==> src/rtl/sd_pkg.sv <==
// Shared types and constants for the sequence-detector serial front end.
package sd_pkg;

  // Serializer control states: IDLE has nothing in flight, SHIFT is emitting a word.
  typedef enum logic {
    IDLE  = 1'b0,
    SHIFT = 1'b1
  } state_t;

  // Default parallel word width.
  localparam int SD_WORD_W = 6;

  // Ceiling log2, never below 1 so a counter always has at least one bit.
  function automatic int clog2(input int value);
    int result;
    result = 1;
    for (int i = 1; i < 32; i++) begin
      if ((1 << i) < value) begin
        result = i + 1;
      end
    end
    return result;
  endfunction

endpackage

==> src/rtl/sd_shift_reg.sv <==
// WIDTH-bit load/shift register. The output is the bit that will sit at the
// head position after this clock edge, so the parent can register it directly.
module sd_shift_reg #(
  parameter int WIDTH     = sd_pkg::SD_WORD_W,
  parameter bit MSB_FIRST = 1'b1
) (
  input  logic             clk,
  input  logic             rst,
  input  logic             i_load,
  input  logic             i_shift,
  input  logic [WIDTH-1:0] i_data,
  output logic             o_head_next
);

  logic [WIDTH-1:0] r_data;
  logic [WIDTH-1:0] w_data_next;

  // Load takes priority over shift; shifting moves the next bit into the head slot.
  always_comb begin
    w_data_next = r_data;
    if (i_load) begin
      w_data_next = i_data;
    end else if (i_shift) begin
      if (MSB_FIRST) begin
        w_data_next = {r_data[WIDTH-2:0], 1'b0};
      end else begin
        w_data_next = {1'b0, r_data[WIDTH-1:1]};
      end
    end
  end

  // Register the shift contents; reset clears any partial word.
  always_ff @(posedge clk) begin
    if (rst) begin
      r_data <= '0;
    end else begin
      r_data <= w_data_next;
    end
  end

  assign o_head_next = MSB_FIRST ? w_data_next[WIDTH-1] : w_data_next[0];

endmodule

==> src/rtl/sd_serializer.sv <==
// Parallel-to-serial front end: valid/ready word input, one bit per clock out,
// with a single holding register so consecutive words stream without a gap.
module sd_serializer
  import sd_pkg::*;
#(
  parameter int WIDTH     = SD_WORD_W,
  parameter bit MSB_FIRST = 1'b1
) (
  input  logic             clk,
  input  logic             rst,
  input  logic [WIDTH-1:0] data_in,
  input  logic             data_valid,
  output logic             data_ready,
  output logic             stream_out,
  output logic             stream_valid,
  output logic             word_done,
  output logic             busy
);

  localparam int CNT_W = clog2(WIDTH);
  localparam logic [CNT_W-1:0] LAST_CNT = CNT_W'(WIDTH - 1);

  state_t             r_state;
  state_t             w_state_next;
  logic [CNT_W-1:0]   r_bit_cnt;
  logic [CNT_W-1:0]   w_bit_cnt_next;
  logic               r_hold_full;
  logic               w_hold_full_next;
  logic [WIDTH-1:0]   r_hold_data;
  logic [WIDTH-1:0]   w_load_data;
  logic               w_load;
  logic               w_shift;
  logic               w_hold_load;
  logic               w_hold_clear;
  logic               w_handshake;
  logic               w_head_next;
  logic               r_stream_out;
  logic               r_stream_valid;
  logic               r_word_done;
  logic               r_busy;

  // Ready only depends on the holding register, so upstream sees it combinationally.
  assign data_ready  = !r_hold_full;
  assign w_handshake = data_valid && data_ready;

  // Next-state, counter and datapath control. On the last bit a queued word
  // (held or arriving now) reloads the shifter so the stream has no gap.
  always_comb begin
    w_state_next   = r_state;
    w_bit_cnt_next = r_bit_cnt;
    w_load         = 1'b0;
    w_shift        = 1'b0;
    w_load_data    = data_in;
    w_hold_load    = 1'b0;
    w_hold_clear   = 1'b0;
    unique case (r_state)
      IDLE: begin
        if (w_handshake) begin
          w_load         = 1'b1;
          w_state_next   = SHIFT;
          w_bit_cnt_next = '0;
        end
      end
      SHIFT: begin
        if (r_bit_cnt != LAST_CNT) begin
          w_shift        = 1'b1;
          w_bit_cnt_next = r_bit_cnt + CNT_W'(1);
          w_hold_load    = w_handshake;
        end else begin
          w_bit_cnt_next = '0;
          if (r_hold_full) begin
            w_load       = 1'b1;
            w_load_data  = r_hold_data;
            w_hold_clear = 1'b1;
          end else if (w_handshake) begin
            w_load = 1'b1;
          end else begin
            w_shift      = 1'b1;
            w_state_next = IDLE;
          end
        end
      end
      default: begin
        w_state_next = IDLE;
      end
    endcase
  end

  assign w_hold_full_next = (r_hold_full || w_hold_load) && !w_hold_clear;

  sd_shift_reg #(
    .WIDTH     (WIDTH),
    .MSB_FIRST (MSB_FIRST)
  ) u_shift_reg (
    .clk         (clk),
    .rst         (rst),
    .i_load      (w_load),
    .i_shift     (w_shift),
    .i_data      (w_load_data),
    .o_head_next (w_head_next)
  );

  // State, counter and holding register; reset discards any word in flight.
  always_ff @(posedge clk) begin
    if (rst) begin
      r_state     <= IDLE;
      r_bit_cnt   <= '0;
      r_hold_full <= 1'b0;
      r_hold_data <= '0;
    end else begin
      r_state     <= w_state_next;
      r_bit_cnt   <= w_bit_cnt_next;
      r_hold_full <= w_hold_full_next;
      if (w_hold_load) begin
        r_hold_data <= data_in;
      end
    end
  end

  // Registered outputs computed from next-state values; the bit is masked when not shifting.
  always_ff @(posedge clk) begin
    if (rst) begin
      r_stream_out   <= 1'b0;
      r_stream_valid <= 1'b0;
      r_word_done    <= 1'b0;
      r_busy         <= 1'b0;
    end else begin
      r_stream_out   <= (w_state_next == SHIFT) && w_head_next;
      r_stream_valid <= (w_state_next == SHIFT);
      r_word_done    <= (w_state_next == SHIFT) && (w_bit_cnt_next == LAST_CNT);
      r_busy         <= (w_state_next == SHIFT) || w_hold_full_next;
    end
  end

  assign stream_out   = r_stream_out;
  assign stream_valid = r_stream_valid;
  assign word_done    = r_word_done;
  assign busy         = r_busy;

endmodule

==> config.mk <==
export PLATFORM = sky130hd
export DESIGN_NAME = sd_serializer
export DESIGN_NICKNAME = d
export VERILOG_FILES = /design/src/rtl/sd_pkg.sv /design/src/rtl/sd_shift_reg.sv /design/src/rtl/sd_serializer.sv
export SDC_FILE = /design/constraint.sdc
export NUM_CORES = 1
export LEC_CHECK = 0
export ABC_AREA = 1
export CAP_MARGIN = 10
export CORE_MARGIN = 3
export CORE_UTILIZATION = 55
export CTS_CLUSTER_DIAMETER = 150
export DETAILED_ROUTE_END_ITERATION = 8
export PLACE_DENSITY = 0.73
export SETUP_SLACK_MARGIN = 0.4
export SYNTH_ARGS = -nofsm -noshare
export SYNTH_HDL_FRONTEND = slang
export SYNTH_SLANG_ARGS = --single-unit
export TNS_END_PERCENT = 5
==> constraint.sdc <==
create_clock -name clk -period 2.24 [get_ports clk]
set_input_delay 0.448 -clock clk [delete_from_list [all_inputs] [get_ports clk]]
set_output_delay 0.448 -clock clk [all_outputs]
set_load 0.005 [all_outputs]
* Yosys cells after proc, flatten, opt, wreduce, memory -nomap -nowiden *
Index checks and enable logic that the tools add are counted.

storage, ports and cells
  output and inout bits = 5
  flip-flop bits (word level) = 49
  word-level logic and storage cells = 45
  input bits = 9

operators by class
  add/subtract/negate cells = 1
  mux-type cells = 23
  equality and inequality tests = 2
  reduce and logical (&&, ||, !) cells = 9
  bitwise operators = 1

operators by type and width
  kind                   count
  $mux 32                2
  $pmux 32 s2            1
  $add 32x1->32 const B  1
  $eq 32x3->1 const B    1
  $ne 32x3->1 const B    1
  $mux 6                 5
  $mux 1                 13
  $logic_and 1x1->1      4
  $pmux 1 s2             2
  $logic_not 1->1        2
  $logic_or 1x1->1       2
  $reduce_bool 2->1      1
  $not 1->1              1

* Depth between registers and ports, before layout *
  depth in word-level cells = 9
  gate-level depth with buffers = 14
  depth with buffers taken out = 14

* Cells and area by module *
A second synthesis with hierarchy kept.

second synthesis, totals
  cells, all modules = 566
  area total of the unflattened synthesis = 3,238.1 um^2

modules (own cells, without submodules)
  module         area an instance (um^2)  instances  cells each
  sd_serializer  2,960.3                  1          522
  sd_shift_reg   277.8                    1          44

* Worst setup path after synthesis *
OpenSTA, ideal clock, no wires.

  path kind = register to register
  from = register r_bit_cnt[0]
  to = register r_word_done, in the netlist word_done
  setup slack = 0.560 ns
  library setup time = 0.062 ns
  arrival = 1.618 ns
  period minus slack after synthesis = 1.680 ns
  data required time = 2.178 ns
  stages on the path, launching flop included = 14
  cells stage by stage = dfxtp_1 -> ha_1 -> nand2_1 -> nor2_2 -> nand2_2 -> nor2_2 -> nand3_1 -> nand3_1 -> nand2_1 -> nor2_1 -> nand2_1 -> nor2_1 -> nand2_1 -> nor2_2

on the way
  cells in the longest elaborated chain, start to end = 5
  elaborated cells between the ends (all ways) = 9
  those cells by class = add/sub (1); eq/ne (2); mux (5); reduce/logical (1)

ends and longest elaborated chain
  element                                       line                                      source
  start: declaration                            sd_serializer.sv:25                       logic [CNT_W-1:0] r_bit_cnt;
  start signal: assignment                      sd_serializer.sv:112                      r_bit_cnt <= w_bit_cnt_next;
  $add 32x1->32 or $ne 32x3->1 (tied branches)  sd_serializer.sv:67, sd_serializer.sv:65
  $mux 32                                       sd_serializer.sv:65                       if (r_bit_cnt != LAST_CNT) begin
  $pmux 32 s2                                   sd_serializer.sv:56                       unique case (r_state)
  $eq 32x3->1                                   sd_serializer.sv:130                      r_word_done <= (w_state_next == SHIFT) && (w_bit_cnt_next == LAST_CNT);
  $logic_and 1x1->1 (*)                         sd_serializer.sv:130
  end signal: assignment                        sd_serializer.sv:130
  end: declaration                              sd_serializer.sv:39                       logic r_word_done;

Every way passes the cells marked *; elsewhere a longest branch is shown, timed or not.
A chain may end at the register's enable or synchronous reset.

* Worst setup path after layout *
  from = register r_bit_cnt[5]
  to = register r_word_done, in the netlist word_done

The elaborated chain is that of the path after synthesis.

==> impl_metrics.yaml <==
outcome:
  outcome: "complete, no violations"
logic_synthesis:
  synth-seq-area-share: 0.304
  syn_area_per_cell_um2: 5.86
  synth_nets: 562
  yosysUniqueCellTypes: 31
  ys.warnings.count: 0
  syn_area_um2: 3230
  postSynthCellCount: 551
  ys_ff_latch: 49
finish:
  n_antenna_cell: 0
  final_cell_mix: "nand2_1 (178), nor2_1 (69), inv_1 (57)"
  fin_nets: 584
  fin_util: 0.695
  drive_above_1_share: 0.192
  layout_commonest_cell: "nand2_1"
  area_growth_pct: 20.9
setup_path:
  r2r_cells: 13
  cp_max_fo: 5
  max_stage_delay_ns: 0.41
  crit_slowest_cell: "dfxtp_1"
  cp.required_ns: 2.49
  crit_buf_inv: 1
  endpoint_kind: "flop"
  critical_path_arrival_ns: 2.12
  crit_type: "flop to flop"
  rrSetupSlack_ns: 0.37
  crit_family: "simple AND/OR/NAND/NOR gates"
  path_depth: 13
  worstSetupStartpointType: "flop"
  path_cells: "nand2_2 > nor2_2 > nand2_1 > nor2_2 > buf_4 > nand3_1 > nand3_1 > nand2_1 > nor2_1 > nand2_1 > nor2_1 > nand2_1 > nor2_2"
  critical_path.most_common_cell: "nand2_1"
  r2r_start: "r_bit_cnt[5]$_SDFF_PP0_"
  r2r_end: "word_done$_SDFF_PP0_"
die:
  die_x_um: 82.6
  die_area_um2: 6820
  die_y_um: 82.6
  core_area_um2: 5610
  rows: 27
  boundaryPins: 14
  initial_core_util: 0.575
clock_network:
  cts_buffers: 5
  cts.sinks: 49
  cts_tree: "yes"
  ctsRootBufferMaster: "clkbuf_8"
  clkTransAtPathRegs_ns: 0.09
  clk_path_buf_depth: 2
  clk_latency_ns: 0.31
  htreeDepth: 2
min_path:
  hp-start: "r_hold_data[3]$_SDFFE_PP0P_"
  hp-class: "flop to flop"
  hold_end: "r_hold_data[3]$_SDFFE_PP0P_"
  hold_path_depth: 2
sta:
  finalHoldViolCount: 0
  fin_crit_sh: 0.834
  slew_violations: 0
  worst_hold_slack_ns: 0.457
  tns_ns: 0
  max_freq_ghz: 0.535
  rsz0062_at_grt: "true"
  tightest_slew_ns: 0.418
  clock_skew_ns: 0.0108
  period_minus_slack_ns: 1.87
  setup_violations: 0
  worst_slew_margin_rel: 0.721
route:
  routed_wl_um: 9670
  drtAntennaViolNets: 0
  drt_iter0_drc: 277
  drc: 0
  via_count: 3638
  drtPass1Iterations: 6
  wl_per_cell_um: 15.0
  via_per_inst: 5.63
global_routing:
  antenna_found_initial: 0
  grt_max_degree: 39
  grt_pass1_wl_um: 14600
  grt_pass1_vias: 3105
  gr-usage-all-layers: 0.283
  grt-ovfl-total: 0
place:
  gp_congestion: 0.991
  hpwlAfterDp_um: 6970
  io_buffers: 13
run:
  max_cap_viol_count: 0
power:
  leakagePower_nw: 1.71
  power.density_nw_per_um2: 455
  peakVddDrop_mv: 0.416
## worst max-delay path by stage
stage / startpoint / endpoint
2_1_floorplan: r_bit_cnt[0]$_SDFF_PP0_ / word_done$_SDFF_PP0_
3_3_place_gp: r_bit_cnt[0]$_SDFF_PP0_ / word_done$_SDFF_PP0_
3_5_place_dp: r_bit_cnt[0]$_SDFF_PP0_ / word_done$_SDFF_PP0_
4_1_cts: r_bit_cnt[7]$_SDFF_PP0_ / word_done$_SDFF_PP0_
5_1_grt: r_bit_cnt[0]$_SDFF_PP0_ / word_done$_SDFF_PP0_
6_report: r_bit_cnt[5]$_SDFF_PP0_ / word_done$_SDFF_PP0_
## kinds of logic (layout without fill, tap and decap cells)
kind of cell	Yosys count	after routing	synth area share
compound gates	66	66	0.112
xor+xnor	4	4	0.0109
fa+ha+maj	2	2	0.00775
buf+inv	74	96	0.0880
flops	49	49	0.304
simple gates	356	357	0.478
## report_power, final
part	internal [W]	leakage (nW)	switching [W]	total (W)
clock network	0.000336	0.0554	0.000309	0.000645
registers	0.000893	0.411	0.0000160	0.000909
logic	0.0000893	1.24	0.000131	0.000220
total	0.00132	1.71	0.000456	0.00177
## worst register-to-register path, stage by stage (launching register included)
cell,delay (ns)
dfxtp_1,0.41
nand2_2,0.13
nor2_2,0.19
nand2_1,0.11
nor2_2,0.14
buf_4,0.15
nand3_1,0.07
nand3_1,0.11
nand2_1,0.08
nor2_1,0.10
nand2_1,0.08
nor2_1,0.11
nand2_1,0.06
nor2_2,0.07
## timing repair
item	CTS	global route
gates resized for setup	32	50
gates cloned	0	2
hold buffers	0	0
setup buffers	4	2
pin swaps	6	17
setup endpoints to repair	16	15
## flip-flops by register name, indices dropped and copies added (netlist names)
register and flops:
r_hold_data 6, busy 1, u_shift_reg.r_data 6, stream_valid 1
stream_out 1, r_hold_full 1, r_bit_cnt 32, word_done 1
## stage by stage
step,instances,total power (W),worst slack [ns],cell area [µm²]
global placement,630,0.00111,0.0560,3460
detailed placement,630,0.00111,0.0196,3460
CTS,642,0.00176,0.359,3710
finish,646,0.00177,0.371,3900
global route,646,0.00184,0.260,3900
floorplan,551,0.00104,0.560,3230
## layout make-up
type	instances	area (µm²)
Inverter	60	229
Clock buffer	6	72.6
Tap cell	72	90.1
Timing Repair Buffer	28	289
Multi-Input combinational cell	429	2160
Fill cell	519	1710
Sequential cell	49	1020
Clock inverter	2	38.8
## cells in the mapped netlist
cell      instances  area share
nand2_1         187        0.22
nor2_1           87        0.10
inv_1            57       0.066
nand3_1          51       0.079
dfxtp_1          49        0.30
a21oi_1          35       0.054
o21ai_0          13       0.020
clkbuf_1          9       0.010
nor2_2            9       0.017
nand4_1           7       0.014
o21ai_1           7       0.011
a31oi_1           4      0.0078
xor2_1            4       0.011
nand3_2           3      0.0093
nor2_4            3       0.010
a21oi_2           2      0.0054
buf_1             2      0.0023
buf_2             2      0.0031
clkinv_1          2      0.0023
ha_1              2      0.0078
nand2_2           2      0.0039
nand2_4           2      0.0070
nor2_8            2       0.012
o211ai_1          2      0.0047
o21bai_1          2      0.0047
buf_4             1      0.0023
inv_2             1      0.0012
nand3b_1          1      0.0023
nor3_1            1      0.0015
o211ai_2          1      0.0039
or2_2             1      0.0019
## routing by layer
| layer | GRT usage | routed length (µm) |
|---|---|---|
| met3 | 0.0531 | 840 |
| met1 | 0.379 | 4140 |
| met5 | 0 | 0 |
| met4 | 0.0997 | 332 |
| met2 | 0.453 | 4360 |
No activity file was read; power rests on OpenSTA's default activity.
